$ cat src/rtl/tipi_nibble_bus_master.sv
// tipi_nibble_bus_master: arbitrates two requesters onto the 4-bit TIPI Pi bus, one 4-clock transaction each
// Ports: clk/reset (async, active-high); req_valid/req_sel/req_wdata in, req_ready out (2 requesters);
//   rsp_valid/rsp_rdata completion back to the owning requester; bus_clk/bus_reset/bus_data_out/bus_data_oe
//   drive the slave and bus_data_in reads it back; busy is high outside IDLE; tc_value/tc_changed report TC polls.
// Optional: define TIPI_TC_POLL_EN to poll TC automatically after POLL_INTERVAL idle clocks.
module tipi_nibble_bus_master #(
  parameter int CLK_DIV = 4,
  parameter int POLL_INTERVAL = 256
) (
  input  logic        clk,
  input  logic        reset,
  input  logic [1:0]  req_valid,
  input  logic [3:0]  req_sel,
  input  logic [15:0] req_wdata,
  output logic [1:0]  req_ready,
  output logic [1:0]  rsp_valid,
  output logic [7:0]  rsp_rdata,
  output logic        bus_clk,
  output logic        bus_reset,
  output logic [3:0]  bus_data_out,
  output logic        bus_data_oe,
  input  logic [3:0]  bus_data_in,
  output logic        busy,
  output logic [7:0]  tc_value,
  output logic        tc_changed
);
  typedef enum logic [3:0] {
    RESYNC_A, RESYNC_B, IDLE, P0_LO, P0_HI, P1_LO, P1_HI, P2_LO, P2_HI, P3_LO, P3_HI
  } state_t;
  localparam logic [7:0] LOAD = 8'(CLK_DIV - 1);
  if (CLK_DIV < 1 || CLK_DIV > 255 || POLL_INTERVAL < 1) begin : g_bad_param
    $error("tipi_nibble_bus_master: CLK_DIV must be 1..255 and POLL_INTERVAL >= 1");
  end
  state_t state, state_nx;
  logic [7:0] timer, wdata_q, cap, rdata_q;
  logic [1:0] sel_q;
  logic owner, last, poll, poll_start, adv, fin, rd, g0, g1, grant;
  assign adv = timer == 8'd0;
  assign rd = ~sel_q[1];
  assign fin = state == P3_HI && adv;
  // last-granted requester loses a tie; last resets to 1 so requester 0 wins first
  assign g0 = req_valid[0] & (~req_valid[1] | last);
  assign g1 = req_valid[1] & ~g0;
  assign grant = state == IDLE && (g0 | g1);
  always_comb begin
    state_nx = state;
    case (state)
      IDLE:    state_nx = (grant || poll_start) ? P0_LO : IDLE;
      // a read leaves the slave driving the bus, so it must be reset before the next transaction
      P3_HI:   state_nx = adv ? (rd ? RESYNC_A : IDLE) : P3_HI;
      default: state_nx = adv ? state_t'(state + 4'd1) : state;
    endcase
    bus_clk = state inside {P0_HI, P1_HI, P2_HI, P3_HI};
    bus_reset = state inside {RESYNC_A, RESYNC_B};
    busy = state != IDLE;
    // reads release the bus from P1_LO, before the load-cycle rising edge hands it to the slave
    bus_data_oe = state inside {P0_LO, P0_HI} ||
                  (state inside {P1_LO, P1_HI, P2_LO, P2_HI, P3_LO, P3_HI} && !rd);
    bus_data_out = state inside {P0_LO, P0_HI} ? {2'b00, sel_q} :
                   state inside {P2_LO, P2_HI} && !rd ? wdata_q[7:4] :
                   state inside {P3_LO, P3_HI} && !rd ? wdata_q[3:0] : 4'h0;
    req_ready = grant ? {g1, g0} : 2'b00;
    rsp_valid = fin && !poll ? (owner ? 2'b10 : 2'b01) : 2'b00;
    rsp_rdata = fin && rd && !poll ? cap : rdata_q;
  end
  always_ff @(posedge clk or posedge reset) begin
    if (reset) begin
      state <= RESYNC_A;
      timer <= LOAD;
      sel_q <= 2'b00;
      wdata_q <= 8'h00;
      cap <= 8'h00;
      rdata_q <= 8'h00;
      owner <= 1'b0;
      last <= 1'b1;
    end else begin
      state <= state_nx;
      timer <= state_nx != state ? LOAD : adv ? timer : timer - 8'd1;
      if (grant) begin
        sel_q <= g1 ? req_sel[3:2] : req_sel[1:0];
        wdata_q <= g1 ? req_wdata[15:8] : req_wdata[7:0];
        owner <= g1;
        last <= g1;
      end else if (poll_start) begin
        sel_q <= 2'b01;
      end
      if (state == P2_LO && adv) cap[7:4] <= bus_data_in;
      if (state == P3_LO && adv) cap[3:0] <= bus_data_in;
      if (fin && rd && !poll) rdata_q <= cap;
    end
  end
`ifdef TIPI_TC_POLL_EN
  logic [15:0] idle_cnt;
  logic [7:0] tc_q;
  logic tc_chg;
  assign poll_start = state == IDLE && req_valid == 2'b00 && idle_cnt == 16'(POLL_INTERVAL - 1);
  assign tc_value = tc_q;
  assign tc_changed = tc_chg;
  always_ff @(posedge clk or posedge reset) begin
    if (reset) begin
      idle_cnt <= 16'd0;
      poll <= 1'b0;
      tc_q <= 8'h00;
      tc_chg <= 1'b0;
    end else begin
      idle_cnt <= (req_valid != 2'b00 || poll_start) ? 16'd0 : state == IDLE ? idle_cnt + 16'd1 : idle_cnt;
      poll <= poll_start ? 1'b1 : grant ? 1'b0 : poll;
      tc_chg <= fin && poll && cap != tc_q;
      if (fin && poll) tc_q <= cap;
    end
  end
`else
  assign poll = 1'b0;
  assign poll_start = 1'b0;
  assign tc_value = 8'h00;
  assign tc_changed = 1'b0;
`endif
endmodule

$ cat config.mk
export PLATFORM = sky130hd
export DESIGN_NAME = tipi_nibble_bus_master
export DESIGN_NICKNAME = d
export VERILOG_FILES = /design/src/rtl/tipi_nibble_bus_master.sv
export SDC_FILE = /design/constraint.sdc
export NUM_CORES = 1
export LEC_CHECK = 0
export BUFFER_PORTS_ARGS = -buffer_cell sky130_fd_sc_hd__buf_2
export CAP_MARGIN = 0
export CELL_PAD_IN_SITES_DETAIL_PLACEMENT = 2
export CELL_PAD_IN_SITES_GLOBAL_PLACEMENT = 2
export CORE_AREA = 2 2 69 104
export CTS_CLUSTER_SIZE = 28
export DETAILED_ROUTE_END_ITERATION = 10
export DIE_AREA = 0 0 71 106
export GPL_ROUTABILITY_DRIVEN = 0
export GPL_TIMING_DRIVEN = 0
export PLACE_DENSITY_LB_ADDON = 0.05
export SYNTH_ARGS = -nofsm -noshare
export SYNTH_HDL_FRONTEND = slang
export SYNTH_SLANG_ARGS = --single-unit
$ cat constraint.sdc
create_clock -name clk -period 4 [get_ports clk]
set_input_delay 0.4 -clock clk [delete_from_list [all_inputs] [get_ports clk]]
set_output_delay 0.4 -clock clk [all_outputs]
set_load 0.02 [all_outputs]
==> results of run 1 <==
[sequential cells by signal, summed over array words and instances, names as in the netlist]
register and flops:
cap 8, last 1, owner 1, rdata_q 8, sel_q 2, state 4
timer 8, wdata_q 8
[placed cells by master (no fill, tap or decap), types with 3 or more instances in the layout]
cell type and count:
buf_2 49, dfrtp_1 37, nor2_1 24, mux2_2 17, mux2i_1 14, a21oi_1 13, nand2_1 12, o21ai_0 9
buf_4 9, conb_1 9, nor4_1 8, inv_1 7, clkbuf_1 6, ha_1 6, a22oi_1 5, clkbuf_8 5
xnor2_1 4, nor3_1 4, or4_1 3, nand3b_1 3, dfstp_2 3
[cell families (layout without fill, tap and decap cells)]
kind of cell	after synthesis	count (layout)	share of synthesized area, %
flip-flops	40	40	44.6
AO/OA/AOI/OAI	35	35	9.66
multiplexers	31	31	14.7
AND/OR/NAND/NOR	76	76	19.7
adder cells (fa/ha/maj)	6	6	3.33
other	1	9	0.166
buffers and inverters	26	84	5.94
XOR/XNOR	5	5	1.94
[worst max-delay path: stages, from the launching register on]
cell	delay (ns)
dfstp_2	0.40
inv_1	0.08
ha_1	0.18
nor3b_1	0.50
nand2_1	0.39
nor3_4	0.55
mux2_2	0.42
buf_2	0.16
[power by group through the flow]
| stage | Combinational, mW | Sequential (mW) | Clock (mW) |
|---|---|---|---|
| floorplan | 0.730 | 0.631 | 0 |
| global placement | 0.973 | 0.668 | 0 |
| detailed placement | 0.996 | 0.677 | 0 |
| CTS | 1.00 | 0.670 | 0.359 |
| global route | 1.11 | 0.686 | 0.376 |
| finish | 0.991 | 0.668 | 0.352 |
[worst min path at each step]
stage                                     from                   end  slack (ns)  cells after the start
final                           bus_data_in[2]    cap[6]$_DFFE_PP0P_        0.34                      2
after global routing            bus_data_in[2]    cap[2]$_DFFE_PP0P_        0.35                      2
after CTS                       bus_data_in[2]    cap[2]$_DFFE_PP0P_        0.34                      2
after detailed placement                 reset  rdata_q[0]$_DFF_PP0_        0.32                      2
after global placement    rdata_q[6]$_DFF_PP0_  rdata_q[6]$_DFF_PP0_        0.48                      1
after floorplan              owner$_DFFE_PP0N_     owner$_DFFE_PP0N_        0.47                      1
[area by class of cell]
cell class / count / share of cell area, %
tap: 78 / 3.52
timing repair buffer: 50 / 9.76
sequential: 40 / 36.3
clock buffer: 5 / 2.49
clock inverter: 3 / 1.72
inverter: 8 / 1.08
multi-input combinational: 162 / 41.4
buffer: 18 / 3.75
[what timing repair did]
item                                   in CTS  in global routing
hold buffers                                1                  0
endpoints found under the hold margin       6                  0
setup buffers                               0                  0
[layer usage]
layer  share of wire [%]  wire (um)  track usage (%)
met1                  40       2460             19.1
met2                  57       3490             34.1
met3                 2.1        132             2.27
met4                 1.2         71             4.99
met5                   0          0                0
[stage by stage]
| step | util [%] | std cells | hold slack (ns) | power [mW] | setup slack [ns] |
|---|---|---|---|---|---|
| after floorplan | - | 228 | 0.465 | 1.36 | 1.54 |
| after CTS | 41.2 | 363 | 0.339 | 2.03 | 0.531 |
| after global placement | 39.0 | 353 | 0.480 | 1.64 | 0.922 |
| after detailed placement | 39.3 | 354 | 0.316 | 1.67 | 0.918 |
| after global routing | 41.2 | 364 | 0.345 | 2.17 | 0.318 |
| final | 41.2 | 364 | 0.339 | 2.01 | 0.623 |
==> flow_metrics.tcl, run 1 <==
set metrics [dict create \
    die_w_um 71 \
    placementRows 37 \
    power_switching_mw 0.903 \
    multiInputGateArea_um2 1150 \
    reg2reg_from "timer[0]$_DFFE_PP1P_" \
    cts_sinks 40 \
    ctsHtreeMaxLevel 2 \
    rr_worst_depth 6 \
    numPortBuffers 47 \
    crit_arrival_ns 2.98 \
    power_frac_comb_pct 49.3 \
    grt_max_degree 35 \
    ys_seq_area_share_pct 44.6 \
    grt_setup_unrepaired "no" \
    maxCapViolations 0 \
    power_frac_seq_pct 33.2 \
    diodes 0 \
    drv_slew 0 \
    grt_pass1_wl_um 10400 \
    cts_resized 0 \
    syn2layout_area_growth_pct 22.8 \
    pwr_density_cell_nw_per_um2 726 \
    crit_end "rsp_rdata[0]" \
    root_buffer "clkbuf_8" \
    fill_cells 765 \
    fin_setup_tns_ns 0 \
    rr_endpoint "rdata_q[0]$_DFF_PP0_" \
    yosysTopAreaCell "dfrtp_1" \
    synth-seq-cells 40 \
    intPower_mw 1.11 \
    drive_gt1_share_pct 33.6 \
    vdd_drop_max_mv 0.433 \
    synthTopCellsByCount "dfrtp_1, nor2_1, mux2_2, mux2i_1, a21oi_1" \
    worstSkewPairLatency_ns 0.30 \
    finalCritPeriodShare_pct 84.4 \
    synth.most_common_cell "dfrtp_1" \
    die_area_um2 7530 \
    synth_edf_count 0 \
    register_area_um2 1000 \
    synth-main-ff-cell "dfrtp_1" \
    cts_tree "yes" \
    p_sw_share_pct 44.9 \
    hold_violations 0 \
    synthCells 220 \
    skew_ns 0.00534 \
    syn-cell-area_um2 2250 \
    coreArea_um2 6710 \
    first_pass_iters 4 \
    io_pins 57 \
    path_clk_slew_ns 0.09 \
    clkPwrFrac_pct 17.5 \
    min_period_ns 3.38 \
    critPathMaxFanout 9 \
    finalSetupViolCount 0 \
    start_kind "flip-flop" \
    wl_um 6160 \
    relSlewSlack_pct 44.3 \
    end_kind "output pin" \
    ant_nets 0 \
    globalRoute.totalOverflow 0 \
    grt_pass1_vias 2160 \
    yosys_warnings 0 \
    drcViolationCount 0 \
    avgRoutedWirePerCell_um 16.9 \
    status "complete, no violations" \
    cts_buffers 5 \
    synth_area_leaders "dfrtp_1, mux2_2, mux2i_1, nor2_1, dfstp_2" \
    clockBufferDepth 2 \
    grt_usage_pct 17.5 \
    postSynth.asyncResetShare_pct 100 \
    cp.required_ns 3.60 \
    hpwl_um 4690 \
    dieHeight_um 106 \
    design_area_um2 2770 \
    worstMarginPinSlew_ns 0.824 \
    synth.distinct_cells 46 \
    start_util_pct 33.6 \
    max_freq_mhz 296 \
    hp-class "in2reg" \
    vias 1886 \
    dpl_cell_area_um2 2640 \
    final_nets 319 \
    r2r_slack_ns 1.38 \
    syn_area_per_cell_um2 10.2 \
    drt_iter0_drc 76 \
    startpoint "timer[0]$_DFFE_PP1P_" \
    critPathKind "reg2out" \
    synth_top_area_share_pct 41.1 \
    antenna_found_initial 0 \
    viasPerCell 5.18 \
    leakagePower_nw 1.36 \
]
Power figures use the tool's default switching activity.
==> inputs of run 2 (changes only) <==
--- a/config.mk
+++ b/config.mk
@@ -9,10 +9,10 @@
 export CAP_MARGIN = 0
 export CELL_PAD_IN_SITES_DETAIL_PLACEMENT = 2
 export CELL_PAD_IN_SITES_GLOBAL_PLACEMENT = 2
-export CORE_AREA = 2 2 69 104
+export CORE_AREA = 2 2 75 113
 export CTS_CLUSTER_SIZE = 28
 export DETAILED_ROUTE_END_ITERATION = 10
-export DIE_AREA = 0 0 71 106
+export DIE_AREA = 0 0 77 115
 export GPL_ROUTABILITY_DRIVEN = 0
 export GPL_TIMING_DRIVEN = 0
 export PLACE_DENSITY_LB_ADDON = 0.05
==> constraint.sdc (replaced) <==
create_clock -name clk -period 2.8 [get_ports clk]
set_input_delay 0.28 -clock clk [delete_from_list [all_inputs] [get_ports clk]]
set_output_delay 0.28 -clock clk [all_outputs]
set_load 0.02 [all_outputs]
==> run 2 against run 1 <==
  * Worst hold slack got worse by 0.32 ns
  * Clock-buffer cell count unchanged
  * Sequential cell count unchanged
  * Core utilization decreased by 4.2 points
  * Total power increased by 55%
  * Clock skew increased by 0.00064 ns
  * Sequential share of layout area decreased by 2.0 points
  * Critical path type unchanged
  * Critical endpoint is now rsp_rdata[3]
  * Largest cell class unchanged
==> flow_metrics.tcl, run 2 (synthesized netlist as in run 1, its figures left out) <==
set metrics [dict create \
    dpl_cell_area_um2 2680 \
    ctsHtreeMaxLevel 2 \
    grt_usage_pct 15.2 \
    viasPerCell 4.82 \
    cp.required_ns 2.52 \
    hp-class "in2async" \
    vias 1880 \
    maxCapViolations 0 \
    io_pins 57 \
    status "complete, no violations" \
    leakagePower_nw 1.41 \
    placementRows 40 \
    coreArea_um2 7910 \
    min_period_ns 2.65 \
    root_buffer "clkbuf_16" \
    drv_slew 0 \
    cts_sinks 40 \
    dp_cells 381 \
    end_kind "output pin" \
    cts_buffers 5 \
    r2r_slack_ns 0.30 \
    dp_slack_ns -0.317 \
    finalCritPeriodShare_pct 94.6 \
    grt_max_degree 22 \
    skew_ns 0.00598 \
    dieHeight_um 115 \
    antenna_found_initial 0 \
    finalNonFillerCells 390 \
    numPortBuffers 47 \
    wl_um 6280 \
    syn2layout_area_growth_pct 30.0 \
    mostFrequentLayoutCell "buf_2" \
    reg2reg_from "timer[0]$_DFFE_PP1P_" \
    holdBufCountCts 0 \
    first_pass_iters 4 \
    fill_cells 919 \
    grt_pass1_wl_um 10600 \
    post-route-util_pct 37.1 \
    path_clk_slew_ns 0.07 \
    worstSkewPairLatency_ns 0.28 \
    final_nets 318 \
    pwr_density_cell_nw_per_um2 1070 \
    relSlewSlack_pct 47.5 \
    cts_tree "yes" \
    finalSetupViolCount 0 \
    holdWs_ns 0.0222 \
    timing.final.ws_setup_ns 0.150 \
    drt_iter0_drc 72 \
    start_kind "flip-flop" \
    critPathMaxFanout 9 \
    hold_violations 0 \
    critPathKind "reg2out" \
    drcViolationCount 0 \
    vdd_drop_max_mv 0.439 \
    drive_gt1_share_pct 37.2 \
    avgRoutedWirePerCell_um 16.1 \
    max_freq_mhz 377 \
    startpoint "timer[0]$_DFFE_PP1P_" \
    die_w_um 77 \
    start_util_pct 28.5 \
    grt_pass1_vias 2048 \
    ant_nets 0 \
    final_cell_mix "buf_2, dfrtp_1, nor2_1" \
    design_area_um2 2930 \
    die_area_um2 8860 \
    clockBufferDepth 2 \
    crit_arrival_ns 2.37 \
    hpwl_um 4760 \
    globalRoute.totalOverflow 0 \
    worstMarginPinSlew_ns 0.781 \
    diodes 0 \
]
run 2: cell types whose count changed in the layout (fill, tap and decap cells not counted), sizes merged:
cell,before,now
buf,60,62
clkbuf,12,10
dlygate4sd3,1,0
run 2: critical path, cell delays in order (launching register included):
cell and delay [ns]:
dfstp_2 0.39, inv_1 0.08, ha_1 0.19, nor3b_4 0.33
nand2_2 0.21, nor3_4 0.21, buf_12 0.16, mux2_2 0.35
buf_2 0.16
run 2: worst paths after layout:
| check | to | cells after the start |
|---|---|---|
| min | timer[7]$_DFFE_PP0P_ | 2 |
| min reg2reg | rdata_q[7]$_DFF_PP0_ | 1 |
| max | rsp_rdata[3] | 8 |
| max reg2reg | cap[0]$_DFFE_PP0P_ | 7 |
| max in group asynchronous | wdata_q[6]$_DFFE_PP0N_ | 3 |
| min in group clk | cap[4]$_DFFE_PP0P_ | 2 |
run 2: layout make-up:
cell class	count	area (um^2)	area share, %
sequential	40	1010	34.3
clock buffer	5	125	4.27
tap	105	131	4.48
inverter	8	30.0	1.02
timing repair buffer	50	290	9.91
multi-input combinational	162	1200	40.9
buffer	17	101	3.46
clock inverter	3	47.5	1.62
run 2: stage by stage:
stage          total power, mW  setup TNS (ns)
3_5_place_dp              2.40           -2.42
5_1_grt                   3.39        -0.00133
4_1_cts                   3.14               0
2_1_floorplan             1.94               0
3_3_place_gp              2.37           -2.70
6_report                  3.12               0
run 2: repair_timing:
item | in CTS | in global routing
buffers inserted | 1 | 1
resized for setup | 8 | 5
endpoints found under the setup margin | 17 | 10
pin swaps | 1 | 0
run 2: metal layers:
layer	vias to the layer above	wire, um	track usage (%)
li1	892	-	-
met1	948	2410	17.2
met2	36	3590	28.8
met3	4	195	2.75
met4	0	76	4.76
met5	-	0	0
run 2: where the power goes:
part / internal (mW) / total, mW / switching [mW]
clock network: 0.424 / 0.668 / 0.245
registers: 0.776 / 0.982 / 0.207
logic: 0.588 / 1.47 / 0.885
